**src/rtl/rr_handshake_arbiter.sv**
```systemverilog
// rr_handshake_arbiter: round-robin arbiter granting one shared resource to N four-phase requesters,
// with synchronised asynchronous inputs and a full four-phase cycle on both requester and resource sides.
module rr_handshake_arbiter #(
  parameter int N           = 4,
  parameter int SYNC_STAGES = 2
) (
  input  logic                               clk,
  input  logic                               rst_n,
  input  logic [N-1:0]                       req,
  output logic [N-1:0]                       ack,
  output logic [(N > 1 ? $clog2(N) : 1)-1:0] grant_id,
  output logic                               busy,
  output logic                               res_req,
  input  logic                               res_ack
);
  localparam int W = N > 1 ? $clog2(N) : 1;
  typedef enum logic [1:0] {IDLE, RES_UP, HOLD, RES_DN} state_t;
  state_t state, state_n;
  logic [N-1:0] req_pipe [SYNC_STAGES];
  logic [SYNC_STAGES-1:0] ack_pipe;
  logic [N-1:0] req_s, ack_n;
  logic res_ack_s, res_req_n, busy_n;
  logic [W-1:0] ptr, ptr_n, win, grant_id_n;
  function automatic logic [W-1:0] wrap(input int v);
    return W'(v >= N ? v - N : v);
  endfunction
  always_ff @(posedge clk or negedge rst_n)
    if (!rst_n) begin
      for (int i = 0; i < SYNC_STAGES; i++) req_pipe[i] <= '0;
      ack_pipe <= '0;
    end else begin
      req_pipe[0] <= req;
      for (int i = 1; i < SYNC_STAGES; i++) req_pipe[i] <= req_pipe[i-1];
      ack_pipe <= {ack_pipe[SYNC_STAGES-2:0], res_ack};
    end
  assign req_s     = req_pipe[SYNC_STAGES-1];
  assign res_ack_s = ack_pipe[SYNC_STAGES-1];
  // Scanning backwards leaves the first hit in ptr order as the winner.
  always_comb begin
    win = '0;
    for (int k = N - 1; k >= 0; k--)
      if (req_s[wrap(int'(ptr) + k)]) win = wrap(int'(ptr) + k);
  end
  always_comb begin
    state_n    = state;
    ack_n      = ack;
    res_req_n  = res_req;
    grant_id_n = grant_id;
    busy_n     = busy;
    ptr_n      = ptr;
    case (state)
      IDLE:
        if (|req_s) begin
          grant_id_n = win;
          res_req_n  = 1'b1;
          busy_n     = 1'b1;
          state_n    = RES_UP;
        end
      RES_UP:
        if (res_ack_s) begin
          if (req_s[grant_id]) begin
            ack_n[grant_id] = 1'b1;
            state_n         = HOLD;
          end else begin
            res_req_n = 1'b0;
            state_n   = RES_DN;
          end
        end
      HOLD:
        if (!req_s[grant_id]) begin
          ack_n     = '0;
          res_req_n = 1'b0;
          state_n   = RES_DN;
        end
      RES_DN:
        if (!res_ack_s) begin
          ptr_n   = (grant_id == W'(N - 1)) ? '0 : grant_id + W'(1);
          busy_n  = 1'b0;
          state_n = IDLE;
        end
      default: state_n = IDLE;
    endcase
  end
  always_ff @(posedge clk or negedge rst_n)
    if (!rst_n) begin
      state    <= IDLE;
      ack      <= '0;
      res_req  <= 1'b0;
      grant_id <= '0;
      busy     <= 1'b0;
      ptr      <= '0;
    end else begin
      state    <= state_n;
      ack      <= ack_n;
      res_req  <= res_req_n;
      grant_id <= grant_id_n;
      busy     <= busy_n;
      ptr      <= ptr_n;
    end
endmodule
```
**config.mk**
```make
export PLATFORM = sky130hd
export DESIGN_NAME = rr_handshake_arbiter
export DESIGN_NICKNAME = d
export VERILOG_FILES = /design/src/rtl/rr_handshake_arbiter.sv
export SDC_FILE = /design/constraint.sdc
export NUM_CORES = 1
export LEC_CHECK = 0
export CAP_MARGIN = 10
export CELL_PAD_IN_SITES_DETAIL_PLACEMENT = 2
export CELL_PAD_IN_SITES_GLOBAL_PLACEMENT = 2
export CORE_ASPECT_RATIO = 0.75
export CORE_MARGIN = 5
export CORE_UTILIZATION = 37
export DETAILED_ROUTE_END_ITERATION = 12
export PLACE_DENSITY_LB_ADDON = 0.1
export SLEW_MARGIN = 20
export SYNTH_ARGS = -nofsm -noshare
export SYNTH_HDL_FRONTEND = slang
export SYNTH_SLANG_ARGS = --single-unit
export TNS_END_PERCENT = 10
```
**constraint.sdc**
```tcl
create_clock -name clk -period 4.8 [get_ports clk]
set_input_delay 0.48 -clock clk [delete_from_list [all_inputs] [get_ports clk]]
set_output_delay 0.48 -clock clk [all_outputs]
set_load 0.1 [all_outputs]
```
==> metrics.csv, run 1 <==
stage,metric,value,unit
status,status,"finished, final reports clean",
global_routing,Tot GR Track Use,14.2,%
synth,syn_area_per_cell,12.0,um2
timing,Final period util,50.9,%
cts,CTS Buffer Depth,2,
finish,layout cells sized above 1,10.7,%
job,maxcap violations,0,
finish,filler instances,280,
setup_path,R2R Setup Slk,2.95,ns
synth,synthesized flop and latch total,22,
detailed_routing,routed len/inst,17.4,um
timing,min cycle time layout,2.44,ns
finish,Layout area overhead,24.6,%
setup_path,Worst path slowest cell,clkdlybuf4s50_1,
timing,Fmax achieved,0.409,GHz
die,die width,70.7,um
synth,register area share after synthesis,53.9,%
die,top-level I/O count,15,
synth,count of different cell masters after synthesis,28,
setup_path,WP data arrival,1.96,ns
timing,Worst Tran Pin Value,0.977,ns
setup_path,Reg-to-Reg End,state[1],
cts,total clock sinks,22,
die,initial core utilization,38.9,%
global_routing,largest net degree at the start of global routing,23,
detailed_routing,vias,723,
cts,post-cts hold buffer count,0,
global_routing,global-route wire length before repair,4350,um
detailed_routing,drt drc,0,
synth,synthesized area,0.00102,mm2
detailed_routing,DRT antenna net count,0,
timing,final count of negative-setup-slack endpoints,0,
setup_path,Reg2Reg Launch Point,state[1],
global_routing,number of global-route vias before repair,864,
die,full die area,0.00392,mm2
setup_path,crit end category,primary output,
die,Core Footprint,0.00262,mm2
min_path,Hold Path Class,in2async,
detailed_routing,DRT iter0 DRCs,49,
timing,slew margin rel.,34.7,%
place,HPWL after DPL,1860,um
setup_path,critical-path cell list,clkdlybuf4s50_1,
finish,Final nets,121,
cts,Post-CTS Setup Inserts,0,
cts,clk_lat worst skew,0.27,ns
cts,total CTS buffers,3,
die,FP Rows,16,
cts,Clock Tree Root,clkbuf_8,
setup_path,Crit Path Class,reg2out,
global_routing,initial antenna violation count,0,
cts,PostCTS Resize Cnt,0,
detailed_routing,Post-Route WL,2410,um
setup_path,CP max FO,7,
detailed_routing,vias per std cell,5.20,
detailed_routing,Pre-antenna DRT Iters,4,
place,number of I/O port buffers,14,
place,Placer Congestion,0.804,
setup_path,crit-path max cell delay,1.19,ns
timing,final hold vios,0,
cts,Clock H-tree levels,1,
synth,syn nets,102,
cts,Clock Pin Slew Worst Setup and Hold Paths,0.09,ns
setup_path,Critical Path RT,4.32,ns
global_routing,GRT overflow,0,
timing,RSZ-0062 raised after global routing,no,
timing,Fin Setup TNS,0,ns
synth,Synth Instances,85,
cts,CTS tree,done,
setup_path,crit-path leading delay family,buffers and inverters,
finish,antenna diode count,0,
timing,Max Slew Vio Count,0,
synth,YS warnings,0,
setup_path,worst reg2reg path depth,6,
die,Chip Height,55.5,um
setup_path,Setup crit start kind,register,
timing,Clock Skew,0.00784,ns
setup_path,sum of buffers and inverters on the critical path,1,
## flip-flops by register name (all words and copies together), names as in the netlist
register  count
ack           4
ack_pipe      2
busy          1
grant_id      2
ptr           2
req_pipe      4
req_s         4
res_req       1
state         2
## worst register-to-register path, cell delays in order, from the launching register on
cell and delay, ns:
dfrtp_1 0.45, inv_1 0.12, ha_1 0.25, nor2b_1 0.17, a221oi_1 0.33, nand2_2 0.11, mux2_4 0.31
## metal layers
metal / wire length [um] / track usage [%] / up-vias
met3: 92 / 5.25 / 0
li1: - / - / 337
met2: 1160 / 22.4 / 12
met1: 1170 / 18.9 / 374
met5: 0 / 0 / -
met4: 0 / 2.41 / 0
## cells in the final DEF, fill, tap and decap left out, drive strengths merged, types with 2 or more instances in the layout
| master | Yosys | layout |
|---|---|---|
| dfrtp | 22 | 22 |
| a41oi | 4 | 4 |
| inv | 6 | 6 |
| nand2b | 3 | 3 |
| nand2 | 8 | 8 |
| clkbuf | 0 | 3 |
| a21oi | 3 | 3 |
| mux2 | 2 | 2 |
| o21ai | 5 | 5 |
| nor2 | 7 | 7 |
| ha | 10 | 10 |
| clkdlybuf4s50 | 0 | 13 |
## per-stage QoR
step	worst slack (ns)	cells	hold slack (ns)	util (%)	cell area [um2]
3_5_place_dp	2.65	135	0.337	46.0	1210
4_1_cts	2.34	139	0.353	48.7	1280
5_1_grt	2.31	139	0.207	48.5	1270
6_report	2.36	139	0.166	48.5	1270
3_3_place_gp	2.69	135	0.332	46.0	1210
2_1_floorplan	2.54	85	0.184	-	1020
## final cells by class
class | instances | area [um2] | area share, %
Sequential cell | 22 | 551 | 43.3
Clock inverter | 1 | 30.0 | 2.36
Clock buffer | 3 | 41.3 | 3.24
Multi-Input combinational cell | 57 | 448 | 35.2
Inverter | 6 | 22.5 | 1.77
Timing Repair Buffer | 14 | 135 | 10.6
Tap cell | 36 | 45.0 | 3.54
## synthesized netlist by cell type
cell type  instances  area share [%]
mux2_4             1             1.5
dfrtp_1           22              54
a2bb2oi_1          1            0.86
o22ai_1            1            0.61
nand2_1            6             2.2
nor4_2             1             1.2
nor2b_1            1            0.61
ha_1              10              12
nor3_1             1            0.49
inv_1              6             2.2
a221oi_1           1            0.86
o211ai_1           1            0.74
nand2_2            1            0.61
a22o_1             1            0.86
mux2_2             1             1.1
a21o_1             1            0.74
o41ai_1            1            0.86
nand2b_1           3             1.8
o31ai_1            1            0.74
a211o_1            1            0.86
a41oi_1            4             3.4
a21oi_1            3             1.5
nand2_4            1             1.1
o21a_1             1            0.74
nor2_1             7             2.6
mux4_2             1             2.2
mux2i_1            1            0.98
o21ai_0            5             2.5
## cell families (layout without fill, tap and decap cells)
| group | after synthesis | count (layout) | share of synthesized area (%) |
|---|---|---|---|
| DFF | 22 | 22 | 53.9 |
| buffers and inverters | 6 | 24 | 2.21 |
| adders and majority gates | 10 | 10 | 12.3 |
| and+or+nand+nor | 21 | 21 | 10.7 |
| AOI/OAI and AO/OA | 22 | 22 | 15.2 |
| muxes | 4 | 4 | 5.76 |
## how the worst max path moves through the flow
stage / startpoint / endpoint / slack, ns / depth (start not counted)
after floorplan: grant_id[1] / ack[0] / 2.54 / 4
after global placement: grant_id[0] / grant_id[0] / 2.69 / 1
after detailed placement: grant_id[0] / grant_id[0] / 2.65 / 1
after CTS: grant_id[0] / grant_id[0] / 2.34 / 1
after global routing: grant_id[0] / grant_id[0] / 2.31 / 1
final: grant_id[0] / grant_id[0] / 2.36 / 1
Power of run 1 is not shown: default switching activity piles up to over one toggle a cycle in this logic, so the estimate is an artifact.
==> run 2: changes to the inputs <==
--- a/config.mk
+++ b/config.mk
@@ -10,7 +10,7 @@
 export CELL_PAD_IN_SITES_GLOBAL_PLACEMENT = 2
 export CORE_ASPECT_RATIO = 0.75
 export CORE_MARGIN = 5
-export CORE_UTILIZATION = 37
+export CORE_UTILIZATION = 31
 export DETAILED_ROUTE_END_ITERATION = 12
 export PLACE_DENSITY_LB_ADDON = 0.1
 export SLEW_MARGIN = 20
==> constraint.sdc (replaced) <==
create_clock -name clk -period 2.2 [get_ports clk]
set_input_delay 0.22 -clock clk [delete_from_list [all_inputs] [get_ports clk]]
set_output_delay 0.22 -clock clk [all_outputs]
set_load 0.1 [all_outputs]
==> metrics.csv, run 2 (synthesized netlist as in run 1, its figures left out) <==
stage,metric,value,unit
die,top-level I/O count,15,
global_routing,Tot GR Track Use,13.0,%
global_routing,number of global-route vias before repair,875,
die,FP Rows,18,
job,maxcap violations,0,
cts,Clock Pin Slew Worst Setup and Hold Paths,0.08,ns
timing,Clock Skew,0.00733,ns
place,number of I/O port buffers,14,
detailed_routing,vias,742,
die,die width,76.3,um
global_routing,initial antenna violation count,0,
timing,Worst Tran Pin Value,0.494,ns
setup_path,Setup crit start kind,register,
detailed_routing,DRT antenna net count,0,
detailed_routing,routed len/inst,17.8,um
die,full die area,0.00455,mm2
die,initial core utilization,31.7,%
finish,Layout area overhead,26.0,%
timing,slew margin rel.,67.1,%
timing,final count of negative-setup-slack endpoints,0,
timing,Fmax achieved,0.514,GHz
finish,"leading cell type in the layout, fill and taps excluded",dfrtp_1,
timing,Hold Slack,0.328,ns
cts,Clock Tree Root,clkbuf_8,
detailed_routing,DRT iter0 DRCs,19,
place,HPWL after DPL,1950,um
finish,antenna diode count,0,
timing,final hold vios,0,
setup_path,crit-path max cell delay,0.46,ns
setup_path,Critical Path RT,2.36,ns
cts,total CTS buffers,3,
timing,RSZ-0062 raised after global routing,no,
finish,filler instances,345,
status,status,"finished, final reports clean",
finish,Final nets,124,
finish,Reg area,552,um2
global_routing,largest net degree at the start of global routing,23,
timing,worst setup margin,0.254,ns
setup_path,crit end category,register,
finish,Finished Core Util,39.9,%
detailed_routing,drt drc,0,
timing,Max Slew Vio Count,0,
global_routing,GRT overflow,0,
cts,post-cts hold buffer count,0,
die,Chip Height,59.7,um
cts,PostCTS Resize Cnt,0,
min_path,Hold Path Class,in2async,
cts,clk_lat worst skew,0.26,ns
finish,layout cells sized above 1,20.8,%
detailed_routing,vias per std cell,5.08,
detailed_routing,Post-Route WL,2590,um
timing,min cycle time layout,1.95,ns
cts,CTS Buffer Depth,2,
timing,Fin Setup TNS,0,ns
finish,Multi-input gate area,448,um2
setup_path,Worst path slowest cell,dfrtp_1,
timing,Final period util,88.4,%
setup_path,WP data arrival,2.10,ns
cts,CTS tree,done,
place,"worst slack, placed",0.286,ns
setup_path,CP max FO,6,
cts,total clock sinks,22,
cts,Post-CTS Setup Inserts,0,
setup_path,critical-path cell list,"inv_1, ha_1, nor2b_1, a221oi_1, nand2_2, mux2_4",
cts,Clock H-tree levels,1,
place,Placer Congestion,0.741,
die,Core Footprint,0.00322,mm2
setup_path,Crit Path Class,reg2reg,
global_routing,global-route wire length before repair,4510,um
finish,most frequent cells in the layout,"dfrtp_1, buf_4, ha_1, nor2_1",
detailed_routing,Pre-antenna DRT Iters,2,
-- run 2: routing by layer --
metal | up-vias | share of wire [%] | track usage, %
met5 | - | 0 | 0
met4 | 0 | 1.1 | 4.49
met3 | 2 | 3.6 | 3.61
met2 | 13 | 45 | 21.3
met1 | 384 | 50 | 16.8
li1 | 343 | - | -
-- run 2: path summary, 6_finish.rpt --
path	start	end	slack, ns	cells after the start
max in group asynchronous	rst_n	grant_id[1]	1.63	2
setup reg to reg	state[1]	state[1]	0.25	6
hold reg to reg	req_pipe[4]	req_s[0]	0.35	0
setup / recovery	state[1]	state[1]	0.25	6
hold / removal	rst_n	req_s[0]	0.33	2
min in group clk	req_pipe[4]	req_s[0]	0.35	0
-- run 2: final cells by class --
cell class / count / share of cell area (%)
Inverter: 6 / 1.75
Clock buffer: 3 / 3.21
Sequential cell: 22 / 42.9
Tap cell: 40 / 3.89
Multi-Input combinational cell: 57 / 34.8
Clock inverter: 1 / 2.33
Timing Repair Buffer: 17 / 11.1
-- run 2: worst max-delay path: cells and delay by family (launching register included) --
| kind | cells | cell delay, ns |
|---|---|---|
| and+or+nand+nor | 2 | 0.29 |
| AOI/OAI and AO/OA | 1 | 0.42 |
| DFF | 1 | 0.46 |
| buffers and inverters | 1 | 0.12 |
| muxes | 1 | 0.31 |
| adders and majority gates | 1 | 0.23 |
-- run 2: through the flow --
| stage | cell area (um2) | std cells |
|---|---|---|
| finish | 1290 | 146 |
| CTS | 1290 | 146 |
| global placement | 1210 | 142 |
| floorplan | 1020 | 85 |
| detailed placement | 1210 | 142 |
| global route | 1290 | 146 |
Power of run 2 is left out for the same reason.
==> run 3: changes to the inputs <==
--- a/config.mk
+++ b/config.mk
@@ -13,7 +13,7 @@
 export CORE_UTILIZATION = 31
 export DETAILED_ROUTE_END_ITERATION = 12
 export PLACE_DENSITY_LB_ADDON = 0.1
-export SLEW_MARGIN = 20
+export SLEW_MARGIN = 5
 export SYNTH_ARGS = -nofsm -noshare
 export SYNTH_HDL_FRONTEND = slang
 export SYNTH_SLANG_ARGS = --single-unit
==> results of run 3 <==
Final layout, timing and power as in run 2 (identical DEF).
Power of run 3 is left out for the same reason.
